**src/rtl/mem_port_arbiter.sv**
```systemverilog
// Two-master round-robin arbiter in front of a single req/gnt/rvalid memory port.
// Response routing uses an in-order FIFO of granted master IDs.
module mem_port_arbiter #(
  parameter int ADDR_W    = 32,
  parameter int DATA_W    = 32,
  parameter int MAX_OUTST = 2
) (
  input  logic                clk_i,
  input  logic                rst_i,
  input  logic                m0_req_i,
  output logic                m0_gnt_o,
  output logic                m0_rvalid_o,
  input  logic [ADDR_W-1:0]   m0_addr_i,
  input  logic                m0_we_i,
  input  logic [DATA_W/8-1:0] m0_be_i,
  input  logic [DATA_W-1:0]   m0_wdata_i,
  output logic [DATA_W-1:0]   m0_rdata_o,
  output logic                m0_err_o,
  input  logic                m1_req_i,
  output logic                m1_gnt_o,
  output logic                m1_rvalid_o,
  input  logic [ADDR_W-1:0]   m1_addr_i,
  input  logic                m1_we_i,
  input  logic [DATA_W/8-1:0] m1_be_i,
  input  logic [DATA_W-1:0]   m1_wdata_i,
  output logic [DATA_W-1:0]   m1_rdata_o,
  output logic                m1_err_o,
  output logic                port_req_o,
  input  logic                port_gnt_i,
  input  logic                port_rvalid_i,
  output logic [ADDR_W-1:0]   port_addr_o,
  output logic                port_we_o,
  output logic [DATA_W/8-1:0] port_be_o,
  output logic [DATA_W-1:0]   port_wdata_o,
  input  logic [DATA_W-1:0]   port_rdata_i,
  output logic                unexp_rvalid_o,
  output logic [31:0]         m0_grant_cnt_o,
  output logic [31:0]         m1_grant_cnt_o
);

  localparam int PTR_W = (MAX_OUTST > 1) ? $clog2(MAX_OUTST) : 1;
  localparam int CNT_W = $clog2(MAX_OUTST + 1);
  localparam logic [PTR_W-1:0] PTR_LAST = PTR_W'(MAX_OUTST - 1);
  localparam logic [CNT_W-1:0] OCC_FULL = CNT_W'(MAX_OUTST);

  // Handshake: a transfer moves when port_req_o && port_gnt_i in the same cycle;
  // a response is consumed whenever port_rvalid_i is high (no back-pressure).
  logic             rr_q;
  logic             lock_q;
  logic             lock_id_q;
  logic             id_mem [MAX_OUTST];
  logic [PTR_W-1:0] wr_ptr_q;
  logic [PTR_W-1:0] rd_ptr_q;
  logic [CNT_W-1:0] occ_q;
  logic             unexp_q;
  logic [31:0]      cnt0_q;
  logic [31:0]      cnt1_q;

  logic winner;
  logic fifo_full;
  logic fifo_empty;
  logic accept;
  logic pop;
  logic head_id;

  assign fifo_full  = (occ_q == OCC_FULL);
  assign fifo_empty = (occ_q == '0);

  // A stalled master keeps the port until granted, as long as it still requests.
  always_comb begin
    winner = 1'b0;
    if (lock_q && (lock_id_q ? m1_req_i : m0_req_i)) begin
      winner = lock_id_q;
    end else if (m0_req_i && m1_req_i) begin
      winner = rr_q;
    end else if (m1_req_i) begin
      winner = 1'b1;
    end
  end

  assign port_req_o   = (m0_req_i | m1_req_i) & ~fifo_full & ~rst_i;
  assign accept       = port_req_o & port_gnt_i;
  assign port_addr_o  = winner ? m1_addr_i  : m0_addr_i;
  assign port_we_o    = winner ? m1_we_i    : m0_we_i;
  assign port_be_o    = winner ? m1_be_i    : m0_be_i;
  assign port_wdata_o = winner ? m1_wdata_i : m0_wdata_i;
  assign m0_gnt_o     = accept & ~winner;
  assign m1_gnt_o     = accept & winner;

  assign head_id     = id_mem[rd_ptr_q];
  assign pop         = port_rvalid_i & ~fifo_empty & ~rst_i;
  assign m0_rvalid_o = pop & ~head_id;
  assign m1_rvalid_o = pop & head_id;
  assign m0_rdata_o  = port_rdata_i;
  assign m1_rdata_o  = port_rdata_i;
  assign m0_err_o    = 1'b0;
  assign m1_err_o    = 1'b0;

  assign unexp_rvalid_o = unexp_q;
  assign m0_grant_cnt_o = cnt0_q;
  assign m1_grant_cnt_o = cnt1_q;

  always_ff @(posedge clk_i) begin
    if (accept) begin
      id_mem[wr_ptr_q] <= winner;
    end
  end

  always_ff @(posedge clk_i) begin
    if (rst_i) begin
      rr_q      <= 1'b0;
      lock_q    <= 1'b0;
      lock_id_q <= 1'b0;
      wr_ptr_q  <= '0;
      rd_ptr_q  <= '0;
      occ_q     <= '0;
      unexp_q   <= 1'b0;
      cnt0_q    <= '0;
      cnt1_q    <= '0;
    end else begin
      if (accept) begin
        wr_ptr_q <= (wr_ptr_q == PTR_LAST) ? '0 : wr_ptr_q + PTR_W'(1);
        rr_q     <= ~winner;
        lock_q   <= 1'b0;
        if (!winner && cnt0_q != 32'hFFFF_FFFF) cnt0_q <= cnt0_q + 32'd1;
        if (winner && cnt1_q != 32'hFFFF_FFFF)  cnt1_q <= cnt1_q + 32'd1;
      end else if (port_req_o) begin
        lock_q    <= 1'b1;
        lock_id_q <= winner;
      end
      if (pop) begin
        rd_ptr_q <= (rd_ptr_q == PTR_LAST) ? '0 : rd_ptr_q + PTR_W'(1);
      end
      case ({accept, pop})
        2'b10:   occ_q <= occ_q + CNT_W'(1);
        2'b01:   occ_q <= occ_q - CNT_W'(1);
        default: occ_q <= occ_q;
      endcase
      if (port_rvalid_i && fifo_empty) begin
        unexp_q <= 1'b1;
      end
    end
  end

endmodule

```
**config.mk**
```make
export PLATFORM = sky130hd
export DESIGN_NAME = mem_port_arbiter
export DESIGN_NICKNAME = d
export VERILOG_FILES = /design/src/rtl/mem_port_arbiter.sv
export SDC_FILE = /design/constraint.sdc
export NUM_CORES = 1
export LEC_CHECK = 0
export ABC_AREA = 0
export CORE_AREA = 10 10 139 141
export CTS_CLUSTER_SIZE = 30
export DETAILED_ROUTE_END_ITERATION = 8
export DIE_AREA = 0 0 149 151
export DONT_BUFFER_PORTS = 1
export PLACE_DENSITY = 0.49
export SYNTH_ARGS = -nofsm -noshare
export SYNTH_HDL_FRONTEND = slang
export SYNTH_SLANG_ARGS = --single-unit
```
**constraint.sdc**
```tcl
create_clock -name clk_i -period 2.5 [get_ports clk_i]
set_clock_uncertainty 0.05 [all_clocks]
set_input_delay 0.5 -clock clk_i [delete_from_list [all_inputs] [get_ports clk_i]]
set_output_delay 0.5 -clock clk_i [all_outputs]
set_load 0.005 [all_outputs]
```
==> reports/results.ini, run 1 <==
[floorplanning]
start_util_pct=31.2
num_rows=47
ios=381
core_um2=16500
fp.dieW_um=149
die_h_um=151
die_area_um2=22500

[critical_path]
rr_worst_depth=5
cp_top_family=buffers and inverters
critPathArrivalTime_ns=1.87
max_stage_delay_ns=0.33
path_cells=mux2_4, o21ai_4, buf_12, buf_16, nand2_1, nand2_2, buf_6
cp.required_ns=1.95
crit_path_max_fanout=34
worstSetupPathType=flip-flop to output port
cpMaxStageDelayCell=dfxtp_2
crit_cells=7
worstSetupStartpointType=flip-flop
cp_num_buf_inv=3
endpoint_kind=output port

[timing]
whs_ns=0.187
post-route-period-util_pct=96.8
fin_crit_ns=2.42
slew_violations=0
grt_setup_unrepaired=no
hold_viol=0
relSlewSlack_pct=55.8
max_freq_mhz=413
setup_viol=0
fin_setup_tns_ns=0
tightest_slew_ns=0.656

[yosys]
synth.top_cell.area_share_pct=28.4
synthDistinctLibCells=46
synth_seq_cells=75
synth-seq-area-share_pct=29.6
syn_area_um2=5140
yosys.area.top_type=dfxtp_1
synth.most_common_cell=nand2_1
synth_warnings=0
synthTopCellsByArea=dfxtp_1 (28%), nand2_1 (17%), buf_4 (9.8%)
synthArstFlopShare_pct=0
syn_area_per_cell_um2=6.96
synthFlopType=dfxtp_1
synth-edff-count=2
yosys-top-cells-count=nand2_1 (231), dfxtp_1 (73), buf_4 (67)
postSynthCellCount=739

[job]
max_cap_viol_count=0

[place]
dp_hpwl_mm=18.9
place_congestion=0.939
port_buffers=0
placed_cell_area_um2=5100

[cts]
insertion_delay_ns=0.34
cts_tree=built
clock-root-buffer=clkbuf_16
cts_buffer_depth=2
hold_buffers=0
path_clk_slew_ns=0.06
htree_num_levels=3
clkSinkCount=75
cts_buffers=9

[layout]
multiInputGateArea_um2=2970
layout-drive-gt1-share_pct=12.5
syn2layout_area_growth_pct=9.12
fin_nets=869
antenna_cells=0
fill_cells=1786
final_cell_area_um2=5610
regArea_um2=1520

[min_path]
hp-class=primary input to flip-flop
hold_path_depth=1

[power]
p_int_mw=2.27
p_leak_nw=2.14
power.total_mw=3.08
power_frac_seq_pct=40.0
p_clk_share_pct=46.7
power_density_nw_per_um2=548
combPwrFrac_pct=13.2
ir_worst_vdd_v=0.000314
p_sw_share_pct=26.1
switching_power_mw=0.803

[global_routing]
grt_pass1_vias=5143
grt_overflow=0
grt_pass1_wl_mm=33.5
grt_usage_pct=19.4
grt_antenna_before_repair=1
grt_max_degree=71

[drt]
drt_wl_total_mm=23.3
drc_errors=0
vias=5263
drt-wirelength-per-cell_um=25.4
dr.pass1.iters=4
avgViaCountPerCell=5.75
drtIter0Drc=255
ant_nets=0

[run_status]
status=finished, final reports clean

==> flip-flops by register name (all words and copies together) (netlist names), named ones only <==
| register | count |
|---|---|
| occ_q | 2 |
| m0_grant_cnt_o | 32 |
| lock_q | 1 |
| id_mem | 2 |
| m1_grant_cnt_o | 32 |
| rd_ptr_q | 1 |
| lock_id_q | 1 |
| rr_q | 1 |
| unexp_rvalid_o | 1 |
| wr_ptr_q | 1 |
==> cell type report <==
type / instances / area share (%)
multi-input cells: 544 / 52.9
flip-flops and latches: 75 / 27.1
repair buffers: 44 / 8.14
well taps: 220 / 4.91
clock buffers: 12 / 4.57
clock inverters: 4 / 1.27
inverters: 16 / 1.11
==> logic make-up (layout without fill, tap and decap cells) <==
| group | count (synthesis) | count (layout) | synth area share [%] |
|---|---|---|---|
| AO/OA/AOI/OAI | 134 | 134 | 16.4 |
| other | 1 | 2 | 0.0729 |
| buffers and inverters | 121 | 76 | 13.9 |
| flip-flops | 75 | 75 | 29.6 |
| multiplexers | 4 | 4 | 0.852 |
| XOR/XNOR | 4 | 4 | 0.681 |
| adder cells (fa/ha/maj) | 3 | 3 | 0.730 |
| AND/OR/NAND/NOR | 397 | 397 | 37.8 |
==> final timing paths <==
| kind | start | slack (ns) | endpoint |
|---|---|---|---|
| worst min-delay path | rst_i | 0.19 | m1_grant_cnt_o[17] |
| worst max-delay path | lock_q | 0.08 | port_addr_o[14] |
| worst min register to register | rd_ptr_q | 0.46 | flip-flop |
| worst max register to register | m0_grant_cnt_o[4] | 0.16 | m0_grant_cnt_o[22] |
==> power by group through the flow <==
| stage | clock [mW] | sequential [mW] | combinational [mW] |
|---|---|---|---|
| 2_1_floorplan | 0 | 1.26 | 0.315 |
| 3_3_place_gp | 0 | 1.26 | 0.362 |
| 3_5_place_dp | 0 | 1.26 | 0.372 |
| 4_1_cts | 1.48 | 1.23 | 0.417 |
| 5_1_grt | 1.52 | 1.23 | 0.442 |
| 6_report | 1.44 | 1.23 | 0.406 |
==> layer usage <==
layer,share of wire [%],routed length [um],track usage [%]
met5,0.086,20,0
met4,1.2,279,4.66
met3,10,2320,7.58
met1,38,8800,21.3
met2,51,11800,34.3
==> cells in the final DEF (no fill, tap or decap), drive strengths merged, types with 7 or more instances in the layout <==
| master | instances |
|---|---|
| nand2 | 231 |
| dfxtp | 73 |
| a21oi | 55 |
| buf | 43 |
| or4 | 40 |
| o31ai | 36 |
| nand3 | 25 |
| nor2 | 24 |
| o21ai | 22 |
| nand4 | 22 |
| or3 | 17 |
| inv | 17 |
| clkbuf | 12 |
| o311ai | 9 |
| and3 | 8 |
| o41ai | 8 |
| nor4 | 8 |
| nor3 | 7 |
==> repair_timing <==
| action | CTS | global route |
|---|---|---|
| endpoints found under the setup margin | 30 | 33 |
| cloned | 2 | 0 |
| pin swaps | 2 | 2 |
| buffers inserted | 3 | 3 |
| gates resized for setup | 19 | 2 |
==> through the flow <==
stage          util [%]  setup slack (ns)  instances
3_5_place_dp       30.9            0.0462        891
4_1_cts            33.9            0.0105        912
2_1_floorplan         -             0.276        740
5_1_grt            34.1          0.000116        915
6_report           34.1            0.0812        915
3_3_place_gp       30.9             0.201        891
(Power assumes the default switching activity.)
==> run 2: changes to the inputs <==
Clock period 2.5 ns to 2.4 ns, I/O delays scaled along.
==> run 2 against run 1 <==
  * Setup slack better by 0.0018 ns
  * Core utilization up 1.0 points
  * Non-clock buffer count up 19
  * Critical path depth down 1
  * Clock power about the same
  * Clock-buffer cell count up 1
  * Register-to-register slack about the same
  * Via count down 0.48%
  * Sequential share of layout area down 0.78 points
  * Combinational power up 7.1%
  * Cell count up 2.1%
  * Sequential power up 4%
==> reports/results.ini, run 2 (same netlist as run 1, synthesis figures left out) <==
[run_status]
status=finished, final reports clean  ; unchanged

[global_routing]
grt_pass1_wl_mm=32.9  ; was 33.5 mm
grt_max_degree=71  ; unchanged
grt_usage_pct=19.1  ; was 19.4%
grt_antenna_before_repair=0  ; was 1
grt_pass1_vias=5116  ; was 5143
grt_overflow=0  ; unchanged

[critical_path]
regToRegSetupSlack_ns=0.15  ; was 0.16 ns
rr_worst_depth=5  ; unchanged
endpoint_kind=output port  ; unchanged
r2r_end=m1_grant_cnt_o[23]  ; was m0_grant_cnt_o[22]
worstSetupStartpointType=flip-flop  ; unchanged
r2r_start=m1_grant_cnt_o[17]  ; was m0_grant_cnt_o[4]
critPathArrivalTime_ns=1.79  ; was 1.87 ns
crit_path_max_fanout=38  ; was 34
worstSetupPathType=flip-flop to output port  ; unchanged
cp.required_ns=1.87  ; was 1.95 ns

[min_path]
hold_end=m1_grant_cnt_o[8]  ; was m1_grant_cnt_o[17]
hp-class=primary input to flip-flop  ; unchanged
hold_path_depth=1  ; unchanged
holdCritStartpoint=rst_i  ; unchanged

[timing]
fin_ws_ns=0.0830  ; was 0.0812 ns
fin_setup_tns_ns=0  ; unchanged
max_freq_mhz=432
grt_setup_unrepaired=no  ; unchanged
tightest_slew_ns=0.590  ; was 0.656 ns
whs_ns=0.160  ; was 0.187 ns
post-route-period-util_pct=96.5
slew_violations=0  ; unchanged
relSlewSlack_pct=60.2  ; was 55.8%
fin_crit_ns=2.32
setup_viol=0  ; unchanged
hold_viol=0  ; unchanged

[layout]
syn2layout_area_growth_pct=12.4  ; was 9.12%
final_common_cell=nand2_1  ; unchanged
layout-drive-gt1-share_pct=15.7  ; was 12.5%
utilization_pct=35.1  ; was 34.1%
layout_common_cells=nand2_1 (212), dfxtp_1 (72), a21oi_1 (55)  ; was nand2_1 (220), dfxtp_1 (72), a21oi_1 (55)
stdcell_count=934  ; was 915
fin_nets=888  ; was 869
antenna_cells=0  ; unchanged
fill_cells=1775  ; was 1786

[job]
max_cap_viol_count=0  ; unchanged

[power]
ir_worst_vdd_v=0.000257  ; was 0.000314 V
power_density_nw_per_um2=551  ; was 548 nW/um2
p_leak_nw=2.24  ; was 2.14 nW

[place]
place_congestion=0.953  ; was 0.939
dp_hpwl_mm=18.9  ; about the same
port_buffers=0  ; unchanged
dp_slack_ns=0.160  ; was 0.0462 ns
place_inst=910  ; was 891

[floorplanning]
fp.dieW_um=149  ; unchanged
start_util_pct=31.2  ; unchanged
ios=381  ; unchanged
die_h_um=151  ; unchanged
num_rows=47  ; unchanged
core_um2=16500  ; unchanged
die_area_um2=22500  ; unchanged

[drt]
highest_layer=met4  ; was met5
drt-wirelength-per-cell_um=24.4  ; was 25.4 um
vias=5238  ; was 5263
wl_met3_mm=2.39  ; was 2.32 mm
dr.pass1.iters=5  ; was 4
drt_wl_total_mm=22.8  ; was 23.3 mm
ant_nets=0  ; unchanged
drt-met1-wl_mm=8.55  ; was 8.80 mm
drtIter0Drc=346  ; was 255
drc_errors=0  ; unchanged
wl_met2_mm=11.5  ; was 11.8 mm
avgViaCountPerCell=5.61  ; was 5.75

[cts]
hold_buffers=0  ; unchanged
cts_buffers=9  ; unchanged
insertion_delay_ns=0.34  ; about the same
clkSinkCount=75  ; unchanged
cts_tree=built  ; unchanged
htree_num_levels=3  ; unchanged
path_clk_slew_ns=0.06  ; about the same
cts_buffer_depth=2  ; unchanged
clock-root-buffer=clkbuf_16  ; unchanged

[run 2: final cells by class]
type                    instances  area, um2  area share (%)
inverters                      16       60.1            1.04
multi-input cells             544       2990            51.7
flip-flops and latches         75       1520            26.4
clock buffers                  13        282            4.87
clock inverters                 3       42.5           0.736
repair buffers                 63        611            10.6
well taps                     220        275            4.76
[run 2: worst max-delay path by stage]
stage          slack [ns]            endpoint  cells past startpoint          startpoint
3_3_place_gp         0.16  m1_grant_cnt_o[23]                      5  m1_grant_cnt_o[17]
5_1_grt              0.01      port_addr_o[6]                      6              lock_q
6_report             0.08        port_be_o[2]                      6              lock_q
3_5_place_dp         0.16  m1_grant_cnt_o[23]                      5  m1_grant_cnt_o[17]
2_1_floorplan        0.20            m1_gnt_o                      7              lock_q
4_1_cts            -0.007    port_wdata_o[24]                      6              lock_q
[run 2: report_power, final]
part,switching (mW),internal (mW)
logic,0.294,0.141
clock network,0.539,0.925
registers,0.0138,1.27
total,0.847,2.33
[run 2: routing by layer]
metal  vias to the layer above  GRT usage, %
met5                         -             0
met3                        18          7.94
met2                       237          32.3
li1                       2495             -
met1                      2488          21.5
met4                         0          5.35
[run 2: critical path, stage by stage, from the launching register on]
cell and delay [ns]:
dfxtp_2 0.34, mux2_4 0.31, o21ai_4 0.18, buf_4 0.15, buf_12 0.18, nand2_1 0.14
nand2_1 0.13
[run 2: through the flow]
step / cell area (um2) / power, mW
CTS: 5590 / 3.17
detailed placement: 5240 / 1.70
global route: 5780 / 3.31
floorplan: 5150 / 1.64
global placement: 5240 / 1.69
finish: 5780 / 3.18
[run 2: what timing repair did]
item | CTS | global route
pin swaps | 0 | 2
gates resized for setup | 8 | 29
setup buffers | 0 | 6
setup endpoints to repair | 36 | 56
gates cloned | 0 | 2
==> variant 1 (flow settings as in run 1) <==
Change the parameter `MAX_OUTST` from 2 to 4.
--- a/src/rtl/mem_port_arbiter.sv
+++ b/src/rtl/mem_port_arbiter.sv
@@ -3,7 +3,7 @@
 module mem_port_arbiter #(
   parameter int ADDR_W    = 32,
   parameter int DATA_W    = 32,
-  parameter int MAX_OUTST = 2
+  parameter int MAX_OUTST = 4
 ) (
   input  logic                clk_i,
   input  logic                rst_i,
Formal check against the unedited RTL: not equivalent (a bounded check fails within 4 cycles, from zero or initial values and one cycle with rst_i high).
==> variant 1 against run 1 <==
- fmax increased by 0.39%
- total power rose by 3.1%
- routed wire length is 5.0% lower
- synthesized area is 3.4% higher
- worst setup slack improved by 0.0093 ns
- cell area grew 1.9%
- global-route usage is 1.3 points lower
- first-iteration DRC count grew 17%
- sequential cell count rose by 6
- non-clock buffer count is 5 lower
==> variant 1: results (changes against run 1) <==
{| class="wikitable"
! Metric !! Value
|-
| Share of final-layout standard cells stronger than drive strength 1 || 24.6% (+12 points)
|-
| Wire length after detailed routing || 22100 um (-5.0%)
|-
| Average routed wire per standard cell || 27.9 um (+9.6%)
|-
| Max-slew violation count || 0 (unchanged)
|-
| Total leakage power || 1.79 nW (-16%)
|-
| Proportion of synthesized flip-flops having asynchronous set or reset || 0% (unchanged)
|-
| Number of enable-type register cells in the synthesized netlist || 4 (+2)
|-
| H-tree lvl count || 3 (unchanged)
|-
| TritonCTS Buffers || 9 (unchanged)
|-
| Total half-perimeter wirelength after legalization and detailed placement || 18100 um (-3.8%)
|-
| Pin count of the biggest net entering global routing || 80 (+13%)
|-
| Gr usage total || 18.1% (-1.3 points)
|-
| Buffer levels on the longest clock path || 2 (unchanged)
|-
| Per-cell via count in the routed design || 5.77 (+0.24%)
|-
| NumNets Final || 750 (-14%)
|-
| Total cell area at the placement stage || 5290 um2 (+3.8%)
|-
| Top cell types by occurrence after synthesis || dfxtp_1, mux2_2, buf_4, a21oi_1, nor2_1
|-
| Final GP Congestion || 0.888 (-5.5%)
|-
| Initial antenna violation count || 9 (+8)
|-
| First-pass GRT wire length || 30400 um (-9.2%)
|-
| Final TNS setup || 0 ns (unchanged)
|-
| Run status || completed
|-
| Number of violations reported at the end of detailed-routing iteration 0 || 298 (+17%)
|-
| Layout fillers || 1697 (-5.0%)
|-
| Via count of the first global-routing pass || 4445 (-14%)
|-
| Library cells used by synthesis || 53 (+15%)
|-
| Root Driver || clkbuf_16
|-
| Placed insts || 770 (-14%)
|-
| Mean post-synth cell area || 8.77 um2 (+26%)
|-
| Proportion of synthesized chip area in sequential cells || 31.2% (+1.7 points)
|-
| Maximum resistive drop on vdd || 240 uV (-23%)
|-
| Area contributors post-synth || dfxtp_1, mux2_2, buf_4, a21oi_1, o31ai_1
|-
| Critical Path AT || 1.86 ns
|-
| Pre-antenna DRT Iters || 5 (+1)
|-
| Largest fanout on the critical path || 32 (-5.9%)
|}
==> variant 1: cell count changes in the layout (fill, tap and decap cells not counted), moves of 6 or more <==
cell      delta
and3_1       -7
mux2_2      +70
mux2i_1      +6
nand2_1    -194
nand2_2     -10
nor2_1      +14
o311ai_0     -6
o31ai_1     -12
o41ai_1      -6
or3_1       +11
or4_1       -15
==> variant 1: power by group <==
group          internal (W)  switching [W]  leakage (nW)  total, W
clock              0.000932       0.000527         0.157   0.00146
sequential          0.00132      0.0000207         0.658   0.00134
combinational      0.000169       0.000204         0.971  0.000373
==> variant 1: final cells by class <==
cell class	count	share of cell area, %
Multi-Input combinational cell	418	52.9
Sequential cell	81	29.1
Timing Repair Buffer	39	6.39
Tap cell	220	4.81
Clock buffer	14	4.62
Clock inverter	2	1.05
Inverter	16	1.05
Antenna cell	3	0.131
==> variant 1: path summary, 6_finish.rpt <==
check / startpoint / endpoint / slack [ns] / cells past startpoint
max: lock_q / port_wdata_o[24] / 0.09 / 5
min: rst_i / m0_grant_cnt_o[12] / 0.18 / 1
max reg2reg: m1_grant_cnt_o[1] / m1_grant_cnt_o[22] / 0.14 / 6
min reg2reg: occ_q[2] / occ_q[2] / 0.47 / 2
==> variant 1: kinds of logic (layout without fill, tap and decap cells) <==
| logic type | Yosys count | count (layout) | synth area share [%] |
|---|---|---|---|
| AO/OA/AOI/OAI | 116 | 116 | 13.3 |
| XOR/XNOR | 8 | 8 | 1.32 |
| adder cells (fa/ha/maj) | 9 | 9 | 2.26 |
| buffers and inverters | 108 | 71 | 12.7 |
| flip-flops | 81 | 81 | 31.2 |
| multiplexers | 81 | 81 | 17.2 |
| other | 1 | 5 | 0.0705 |
| AND/OR/NAND/NOR | 202 | 202 | 22.0 |
==> variant 1: per-stage QoR <==
step	util, %	worst slack [ns]	hold slack, ns
after detailed placement	32.1	0.0621	0.451
final	34.7	0.0905	0.177
after floorplan	-	0.217	0.410
after global routing	34.7	0.0328	0.160
after global placement	32.1	0.172	0.425
after CTS	34.1	0.000960	0.169
==> variant 1: critical path: stages, from the launching register on <==
cell and delay (ns):
dfxtp_1 0.36, mux2i_4 0.22, a21boi_4 0.16, buf_12 0.14, clkbuf_16 0.23, mux2_2 0.40
==> variant 1: per-layer routing <==
layer | part of all wire, % | global-route usage (%) | wire [um] | vias up
met5 | 0.12 | 0 | 27 | -
met4 | 1.3 | 4.86 | 294 | 4
met3 | 15 | 12.3 | 3230 | 22
met2 | 51 | 30.8 | 11300 | 268
met1 | 33 | 17.5 | 7280 | 2173
li1 | - | - | - | 2105
==> variant 1: timing repair <==
action / in CTS / in global routing
setup endpoints to repair: 44 / 47
hold buffers: 0 / 0
buffers inserted: 0 / 2
resized for setup: 1 / 2
endpoints found under the hold margin: 0 / 0
gates cloned: 0 / 2
pin swaps: 0 / 1
==> variant 2 (flow settings as in run 1) <==
Without the edit above. Reset style: asynchronous (`rst_i`), changed in one clocked block.
--- a/src/rtl/mem_port_arbiter.sv
+++ b/src/rtl/mem_port_arbiter.sv
@@ -106,7 +106,7 @@
     end
   end
 
-  always_ff @(posedge clk_i) begin
+  always_ff @(posedge clk_i or posedge rst_i) begin
     if (rst_i) begin
       rr_q      <= 1'b0;
       lock_q    <= 1'b0;
Function: differs if rst_i is asserted again (counterexample within 4 cycles, from zero or initial values and one cycle with rst_i high); with rst_i held inactive, the same outputs for 4 cycles.
==> variant 2 against run 1 <==
- via count shrank 36%
- sequential cell count shrank 1
- worst setup slack lost 0.035 ns
- critical path depth shrank 3
- synthesized area shrank 3.3%
- routed wire length shrank 12%
- register-to-register slack gained 0.11 ns
- die area is the same
- global-route usage shrank 2.7 points
- cell area shrank 8.4%
- critical path type unchanged
Power is not compared: it rests on default switching activity, and its combinational part moved more than twofold at a synthesized area within 25%.
==> variant 2: results (changes against run 1) <==
{| class="wikitable"
! Metric !! Value
|-
| Run status || completed
|-
| Global-route met1 utilization || 17.4% (-4.0 points)
|-
| Share of final-layout standard cells stronger than drive strength 1 || 28.8% (+16 points)
|-
| Area contributors post-synth || dfrtp_1, mux2_2, buf_4, xnor2_1, xor2_1
|-
| Library cells used by synthesis || 52 (+13%)
|-
| Adder-cell share of the synthesized area || 0.755% (+0.025 points)
|-
| Beginning of the worst hold path || port_rvalid_i
|-
| Total number of vias || 3372 (-36%)
|-
| Largest fanout on the critical path || 28 (-18%)
|-
| Routed length on met3 || 3520 um (+51%)
|-
| Top cell types by occurrence after synthesis || mux2_2, dfrtp_1, buf_4, xnor2_1, nand3_1
|-
| Wire length after detailed routing || 20400 um (-12%)
|-
| Proportion of synthesized flip-flops having asynchronous set or reset || 97.3% (+97 points)
|-
| Post-route non-filler standard cell count || 643 (-30%)
|-
| Proportion of synthesized chip area in sequential cells || 37.5% (+7.9 points)
|-
| Met2 routed WL || 9390 um (-21%)
|-
| Total half-perimeter wirelength after legalization and detailed placement || 17400 um (-7.5%)
|-
| Pin count of the biggest net entering global routing || 73 (+2.8%)
|-
| Layout fillers || 1721 (-3.6%)
|-
| Gr usage total || 16.7% (-2.7 points)
|-
| First-pass GRT wire length || 26900 um (-20%)
|-
| Layout Utilization || 31.2% (-2.9 points)
|-
| Post-Synth XOR/XNOR Area || 11.1% (+10 points)
|-
| Syn Inst Count || 469 (-37%)
|-
| Fraction of synthesized area in multiplexers || 17.2% (+16 points)
|-
| Total cell area at the placement stage || 4800 um2 (-5.9%)
|-
| Number of violations reported at the end of detailed-routing iteration 0 || 117 (-54%)
|-
| Initial antenna violation count || 11 (+10)
|-
| Global routing met3 resource utilization || 13.8% (+6.2 points)
|-
| Met1 WL || 7080 um (-20%)
|-
| Post-Place Worst Slack || 0.260 ns (+0.214 ns)
|-
| Crit-path slowest cell || mux2_2
|-
| Stage delay of the slowest cell on the critical path || 0.42 ns (+0.09 ns)
|-
| Largest delay share family, worst path || multiplexers
|-
| Via count of the first global-routing pass || 3454 (-33%)
|-
| Buffers inserted by post-CTS timing repair || 0 (-3)
|-
| Critical Path AT || 1.90 ns (+0.03 ns)
|}
[variant 2: final timing paths]
kind | end | cells after the start | slack, ns
min in group asynchronous | rd_ptr_q | 2 | 0.31
worst min register to register | rd_ptr_q | 1 | 0.44
worst max register to register | m0_grant_cnt_o[1] | 5 | 0.27
worst min-delay path | unexp_rvalid_o | 1 | 0.23
max in group asynchronous | m1_grant_cnt_o[3] | 2 | 1.46
worst max-delay path | port_wdata_o[9] | 4 | 0.05
[variant 2: layout make-up]
type                            count  area [um2]  area share, %
Multi-Input combinational cell    307        2520           49.0
Sequential cell                    74        1860           36.2
Tap cell                          220         275           5.36
Clock buffer                       11         264           5.14
Timing Repair Buffer               11         106           2.07
Clock inverter                      5        58.8           1.14
Inverter                           12        48.8          0.950
Antenna cell                        3        7.51          0.146
[variant 2: what timing repair did]
action                                  CTS  global route
endpoints found under the setup margin   32            12
pin swaps                                 1             0
gates resized for setup                   3             0
gates cloned                              0             0
